[config.mk]
export PLATFORM = sky130hd
export DESIGN_NAME = spi_pot_master_flat
export DESIGN_NICKNAME = d
export VERILOG_FILES = /design/src/rtl/spi_pot_master_if.sv /design/src/rtl/spi_pot_master.sv /design/src/flat_wrapper.sv
export SDC_FILE = /design/constraint.sdc
export NUM_CORES = 1
export LEC_CHECK = 0
export CORE_MARGIN = 2
export CORE_UTILIZATION = 30
export DETAILED_ROUTE_END_ITERATION = 8
export GPL_TIMING_DRIVEN = 0
export PLACE_DENSITY = 0.52
export SYNTH_ARGS = -nofsm -noshare
export SYNTH_HDL_FRONTEND = slang
export SYNTH_SLANG_ARGS = --single-unit
export TNS_END_PERCENT = 100
[constraint.sdc]
create_clock -name clk -period 2.4 [get_ports clk]
set_input_delay 0.48 -clock clk [delete_from_list [all_inputs] [get_ports clk]]
set_output_delay 0.48 -clock clk [all_outputs]
set_load 0.03 [all_outputs]
[src/rtl/spi_pot_master_if.sv]
// Control-side handshake plus the SPI pins of the potentiometer write master.
// The slave modport is the master block itself; the master modport is its controller.
interface spi_pot_master_if;
  logic [7:0] wiper_val;
  logic       wiper_valid;
  logic       wiper_ready;
  logic       busy;
  logic       done;
  logic       overwrite;
  logic       scl;
  logic       sda;
  logic       csn;

  modport master (
    output wiper_val, wiper_valid,
    input  wiper_ready, busy, done, overwrite, scl, sda, csn
  );

  modport slave (
    input  wiper_val, wiper_valid,
    output wiper_ready, busy, done, overwrite, scl, sda, csn
  );
endinterface

[src/rtl/spi_pot_master.sv]
// SPI mode-0 write master: sends {CMD, wiper} frames MSB first, with a
// one-entry latest-wins pending register so updates never stall the controller.
module spi_pot_master #(
  parameter int         CLK_DIV  = 4,
  parameter int         CS_SETUP = 2,
  parameter int         CS_HOLD  = 2,
  parameter int         CS_IDLE  = 4,
  parameter logic [7:0] CMD      = 8'h11
) (
  input  logic            clk,
  input  logic            rst_n,
  spi_pot_master_if.slave bus
);

  typedef enum logic [2:0] {
    IDLE  = 3'd0,
    SETUP = 3'd1,
    SHIFT = 3'd2,
    HOLD  = 3'd3,
    GAP   = 3'd4
  } state_t;

  localparam int CNT_W = 16;
  localparam logic [CNT_W-1:0] DIV_LAST   = CNT_W'(CLK_DIV - 1);
  localparam logic [CNT_W-1:0] SETUP_LAST = CNT_W'(CS_SETUP - 1);
  localparam logic [CNT_W-1:0] HOLD_LAST  = CNT_W'(CS_HOLD - 1);
  localparam logic [CNT_W-1:0] GAP_LAST   = CNT_W'(CS_IDLE - 1);

  state_t           state_reg, state_next;
  logic [CNT_W-1:0] cnt_reg, cnt_next;
  logic             half_reg, half_next;
  logic [3:0]       bit_reg, bit_next;
  logic [15:0]      shift_reg, shift_next;
  logic             pend_full_reg, pend_full_next;
  logic [7:0]       pend_val_reg, pend_val_next;

  logic ready_reg;
  logic csn_reg, csn_next;
  logic scl_reg, scl_next;
  logic sda_reg, sda_next;
  logic busy_reg, busy_next;
  logic done_reg, done_next;
  logic overwrite_reg, overwrite_next;

  logic accept;
  assign accept = bus.wiper_valid && ready_reg;

  // State and output registers; reset aborts any frame immediately.
  always_ff @(posedge clk or negedge rst_n) begin
    if (!rst_n) begin
      state_reg     <= IDLE;
      cnt_reg       <= '0;
      half_reg      <= 1'b0;
      bit_reg       <= 4'd0;
      shift_reg     <= 16'd0;
      pend_full_reg <= 1'b0;
      pend_val_reg  <= 8'd0;
      ready_reg     <= 1'b0;
      csn_reg       <= 1'b1;
      scl_reg       <= 1'b0;
      sda_reg       <= 1'b0;
      busy_reg      <= 1'b0;
      done_reg      <= 1'b0;
      overwrite_reg <= 1'b0;
    end else begin
      state_reg     <= state_next;
      cnt_reg       <= cnt_next;
      half_reg      <= half_next;
      bit_reg       <= bit_next;
      shift_reg     <= shift_next;
      pend_full_reg <= pend_full_next;
      pend_val_reg  <= pend_val_next;
      ready_reg     <= 1'b1;
      csn_reg       <= csn_next;
      scl_reg       <= scl_next;
      sda_reg       <= sda_next;
      busy_reg      <= busy_next;
      done_reg      <= done_next;
      overwrite_reg <= overwrite_next;
    end
  end

  always_comb begin
    state_next     = state_reg;
    cnt_next       = cnt_reg;
    half_next      = half_reg;
    bit_next       = bit_reg;
    shift_next     = shift_reg;
    pend_full_next = pend_full_reg;
    pend_val_next  = pend_val_reg;
    overwrite_next = 1'b0;

    unique case (state_reg)
      IDLE: begin
        if (pend_full_reg || accept) begin
          state_next = SETUP;
          cnt_next   = '0;
          shift_next = {CMD, pend_full_reg ? pend_val_reg : bus.wiper_val};
        end
      end
      SETUP: begin
        if (cnt_reg == SETUP_LAST) begin
          state_next = SHIFT;
          cnt_next   = '0;
          half_next  = 1'b0;
          bit_next   = 4'd0;
        end else begin
          cnt_next = cnt_reg + 1'b1;
        end
      end
      SHIFT: begin
        if (cnt_reg == DIV_LAST) begin
          cnt_next = '0;
          if (!half_reg) begin
            half_next = 1'b1;
          end else begin
            half_next = 1'b0;
            // Last bit is not shifted out so sda keeps it through HOLD.
            if (bit_reg == 4'd15) begin
              state_next = HOLD;
            end else begin
              bit_next   = bit_reg + 4'd1;
              shift_next = {shift_reg[14:0], 1'b0};
            end
          end
        end else begin
          cnt_next = cnt_reg + 1'b1;
        end
      end
      HOLD: begin
        if (cnt_reg == HOLD_LAST) begin
          state_next = GAP;
          cnt_next   = '0;
        end else begin
          cnt_next = cnt_reg + 1'b1;
        end
      end
      GAP: begin
        if (cnt_reg == GAP_LAST) begin
          state_next = IDLE;
          cnt_next   = '0;
        end else begin
          cnt_next = cnt_reg + 1'b1;
        end
      end
      default: state_next = IDLE;
    endcase

    // A launch from pending frees the slot in the same cycle a new value may fill it.
    if (state_reg == IDLE && pend_full_reg) begin
      pend_full_next = accept;
      if (accept) pend_val_next = bus.wiper_val;
    end else if (accept && state_reg != IDLE) begin
      pend_full_next = 1'b1;
      pend_val_next  = bus.wiper_val;
      overwrite_next = pend_full_reg;
    end
  end

  // Outputs are registered from the next-state view so they line up with state_reg.
  always_comb begin
    csn_next  = !(state_next == SETUP || state_next == SHIFT || state_next == HOLD);
    scl_next  = (state_next == SHIFT) && half_next;
    sda_next  = csn_next ? 1'b0 : shift_next[15];
    done_next = (state_reg == HOLD) && (state_next == GAP);
    busy_next = (state_next != IDLE) || pend_full_next;
  end

  assign bus.wiper_ready = ready_reg;
  assign bus.csn         = csn_reg;
  assign bus.scl         = scl_reg;
  assign bus.sda         = sda_reg;
  assign bus.busy        = busy_reg;
  assign bus.done        = done_reg;
  assign bus.overwrite   = overwrite_reg;

endmodule
[src/flat_wrapper.sv]
// flat-port wrapper written by rule: the top's interface ports become plain ports
module spi_pot_master_flat 
#(
  parameter int         CLK_DIV  = 4,
  parameter int         CS_SETUP = 2,
  parameter int         CS_HOLD  = 2,
  parameter int         CS_IDLE  = 4,
  parameter logic [7:0] CMD      = 8'h11
)
  (clk, rst_n, bus_wiper_val, bus_wiper_valid, bus_wiper_ready, bus_busy, bus_done, bus_overwrite, bus_scl, bus_sda, bus_csn);
  spi_pot_master_if bus_i ();
  input  logic clk;
  input  logic rst_n;
  input wire logic [$bits(bus_i.wiper_val)-1:0] bus_wiper_val;
  input wire logic [$bits(bus_i.wiper_valid)-1:0] bus_wiper_valid;
  output wire logic [$bits(bus_i.wiper_ready)-1:0] bus_wiper_ready;
  output wire logic [$bits(bus_i.busy)-1:0] bus_busy;
  output wire logic [$bits(bus_i.done)-1:0] bus_done;
  output wire logic [$bits(bus_i.overwrite)-1:0] bus_overwrite;
  output wire logic [$bits(bus_i.scl)-1:0] bus_scl;
  output wire logic [$bits(bus_i.sda)-1:0] bus_sda;
  output wire logic [$bits(bus_i.csn)-1:0] bus_csn;
  assign bus_i.wiper_val = bus_wiper_val;
  assign bus_i.wiper_valid = bus_wiper_valid;
  assign bus_wiper_ready = bus_i.wiper_ready;
  assign bus_busy = bus_i.busy;
  assign bus_done = bus_i.done;
  assign bus_overwrite = bus_i.overwrite;
  assign bus_scl = bus_i.scl;
  assign bus_sda = bus_i.sda;
  assign bus_csn = bus_i.csn;
  spi_pot_master #(.CLK_DIV(CLK_DIV), .CS_SETUP(CS_SETUP), .CS_HOLD(CS_HOLD), .CS_IDLE(CS_IDLE), .CMD(CMD)) u_core (.clk(clk), .rst_n(rst_n), .bus(bus_i));
endmodule
==> results.txt <==
----------------------------------------------------
[Outcome]
  Result of the run ... finished clean

[Clocking]
  Number of CTS-inserted buffers ... 5
  Post-CTS Hold Buffers ... 0
  Post-CTS setup-driven buffer insertion count ... 0
  Clk Tree Root Cell ... clkbuf_8
  Post-cts resize count ... 0
  Maximum buffer depth of the clock tree ... 2
  Latest clock arrival within the worst-skew pair ... 0.32 ns
  Clock input transition at the sequential cells of the worst setup and hold paths ... 0.11 ns
  H-tree depth ... 2
  Clock tree from TritonCTS ... yes
  Total number of clock tree sinks ... 56

[Routing]
  Number of DRC violations after detailed-routing iteration 0 ... 77
  Mean number of vias per cell ... 5.34
  Routed wire length ... 6240 µm
  DRC violations left ... 0
  Pre-antenna DRT Iters ... 4
  Average routed wire per standard cell ... 15.2 µm
  Post-route antenna net violation count ... 0
  Total via count in the routed design ... 2185

[Floorplanning]
  Top-level I/O count ... 18
  Full die area ... 0.0102 mm²
  Initial standard-cell utilization of the core ... 30.7%
  Core area ... 0.00915 mm²
  Standard-cell row count ... 35
  Die extent in x ... 101 µm
  Die height ... 101 µm

[Timing]
  Crit path time final ... 2.21 ns
  Tightest Pin Transition ... 0.651 ns
  Worst slew margin relative to its limit ... 56.6%
  Worst Slack Setup Final ... 0.189 ns
  Worst Hold Margin ... 0.175 ns
  Post-route fraction of the period consumed by the critical path ... 92.1%
  Final number of hold-violating endpoints ... 0
  Number of setup violations in the final report ... 0
  Number of pins exceeding their max-slew limit in the final report ... 0
  Setup clock skew after layout ... 0.0106 ns
  Accumulated negative setup slack ... 0 ns
  Setup repair after global routing missed its margin ... false
  Highest attainable clock frequency ... 452 MHz

[Worst setup path]
  Worst path arrival time ... 2.39 ns
  CP cell instances ... nor4_4 -> nand4_2 -> o211a_1 -> nor2_2 -> buf_2 -> o221ai_1
  Crit. End Element ... flop
  Critical setup path kind ... reg -> reg
  Biggest fanout along the worst timing path ... 10
  Required time of the critical path ... 2.58 ns
  CP max stage cell ... dfrtp_1
  Crit start category ... flop
  CP max stage delay ... 0.48 ns

[GRT]
  Met2 Track Usage GR ... 21.0%
  First-pass GRT wire length ... 10800 µm
  Via count of the first global-routing pass ... 2110
  Met1 demand-to-capacity share in global routing ... 19.5%
  Total global-route track usage ... 13.5%
  Global-route congestion overflow total ... 0
  GRT busiest layer ... met2
  Maximum number of pins on one net before global-route repair ... 33
  Antenna violations before repair ... 0
  Met3 Usage GRT ... 2.70%

[Layout]
  Final nets ... 311
  Final cell area excluding filler cells ... 0.00324 mm²
  Synthesis-to-finish area growth ... 15.2%
  Number of antenna cells inserted ... 0
  Layout cell share with drive strength beyond 1 ... 14.1%
  Finished Core Util ... 35.4%

[Placement]
  Estimated wirelength of the detail-placed design ... 4470 µm
  Placed inst area ... 0.00313 mm²
  # port buffers ... 17
  Post-Place Worst Slack ... -0.173 ns
  Final Wtd Congestion ... 0.802

[Yosys]
  Sequential cell area fraction in the yosys report ... 49.9%
  Number of enable-type register cells in the synthesized netlist ... 0
  Number of distinct library cells after synthesis ... 54
  Number of storage elements in the synthesis netlist ... 56
  Net count after synthesis ... 286
  Mean cell area of the mapped netlist ... 10.3 µm²
  Cells after synthesis ... 272
  Post-synthesis cell area ... 0.00281 mm²
  Most frequently used flop master after synthesis ... dfrtp_1
  YS warnings ... 0
  Proportion of synthesized flip-flops having asynchronous set or reset ... 100%

[Hold path]
  Worst hold path class ... in -> async

[Pwr]
  Leakage power summed over all cells ... 1.38 nW
  Power density of the placed cells ... 500 mW/mm²
  Worst IR drop on VDD ... 0.250 mV

[Job]
  Number of violations of the max-capacitance limit ... 0

----------------------------------------------------
[cells by family after synthesis]
family	after synthesis	synth area share, %
flops	56	49.9
simple gates	109	21.4
mux	17	6.46
buf+inv	19	2.67
xor+xnor	3	0.936
other cells	1	0.134
compound gates	64	17.1
fa+ha+maj	3	1.34
[routing by layer]
metal / vias to the layer above / routed length [µm]
met1: 1095 / 3130
met3: 5 / 175
met5: - / 0
met4: 0 / 45
li1: 1063 / -
met2: 22 / 2890
[final timing paths]
kind	startpoint	to	slack, ns	cells after the start
setup / recovery	u_core.cnt_reg[10]	u_core.cnt_reg[11]	0.19	6
hold / removal	rst_n	u_core.pend_val_reg[3]	0.17	1
setup reg to reg	u_core.cnt_reg[10]	u_core.cnt_reg[11]	0.19	6
hold reg to reg	u_core.shift_reg[9]	u_core.shift_reg[10]	0.49	2
max in group asynchronous	rst_n	u_core.bus.csn	1.57	2
min in group clk	u_core.shift_reg[9]	u_core.shift_reg[10]	0.49	2
[final cells by class]
class / count / area [µm²]
Fill cell: 950 / 5920
Sequential cell: 56 / 1400
Multi-Input combinational cell: 197 / 1340
Timing Repair Buffer: 18 / 185
Tap cell: 111 / 139
Clock buffer: 5 / 68.8
Buffer: 14 / 58.8
Clock inverter: 3 / 25.0
Inverter: 5 / 18.8
[where the power goes]
group	internal [mW]	switching, mW	total [mW]
clock	0.214	0.340	0.554
combinational	0.0449	0.0441	0.0890
sequential	0.965	0.00989	0.974
[per-stage QoR]
stage / std cells / total power [mW]
after floorplan: 272 / 1.03
after global placement: 400 / 1.08
after detailed placement: 401 / 1.09
after CTS: 409 / 1.64
after global routing: 409 / 1.69
final: 409 / 1.62
[cells in the mapped netlist (all sizes together), types with 7 or more instances]
library cell	number	area [µm²]
dfrtp	55	1380
nand2	28	105
nor2	23	86.3
o21ai	15	75.1
nand3	12	60.1
clkbuf	11	41.3
nor3	10	50.1
mux2	9	101
mux2i	8	80.1
a221o	7	70.1
o211ai	7	52.6
[worst max-delay path, delay by kind of cell (launching register included)]
kind / cells / cell delay (ns)
AO/OA/AOI/OAI: 2 / 0.46
buffers and inverters: 1 / 0.31
flip-flops: 1 / 0.48
AND/OR/NAND/NOR: 3 / 0.83
[cell usage in the layout (no fill, tap or decap), types with 5 or more instances in the layout]
| master | synthesis | routed |
|---|---|---|
| nand2_1 | 28 | 28 |
| nor2_1 | 23 | 20 |
| o21ai_0 | 15 | 15 |
| nor3_1 | 10 | 10 |
| dfrtp_1 | 55 | 55 |
| o211ai_1 | 7 | 7 |
| a221o_1 | 7 | 7 |
| mux2_2 | 9 | 9 |
| clkbuf_8 | 0 | 5 |
| nand2b_1 | 5 | 5 |
| nand3_1 | 12 | 12 |
| clkbuf_1 | 11 | 9 |
| inv_1 | 5 | 5 |
| mux2i_1 | 8 | 8 |
| clkdlybuf4s50_1 | 0 | 16 |
| o221ai_1 | 5 | 5 |
(Power assumes the default switching activity.)
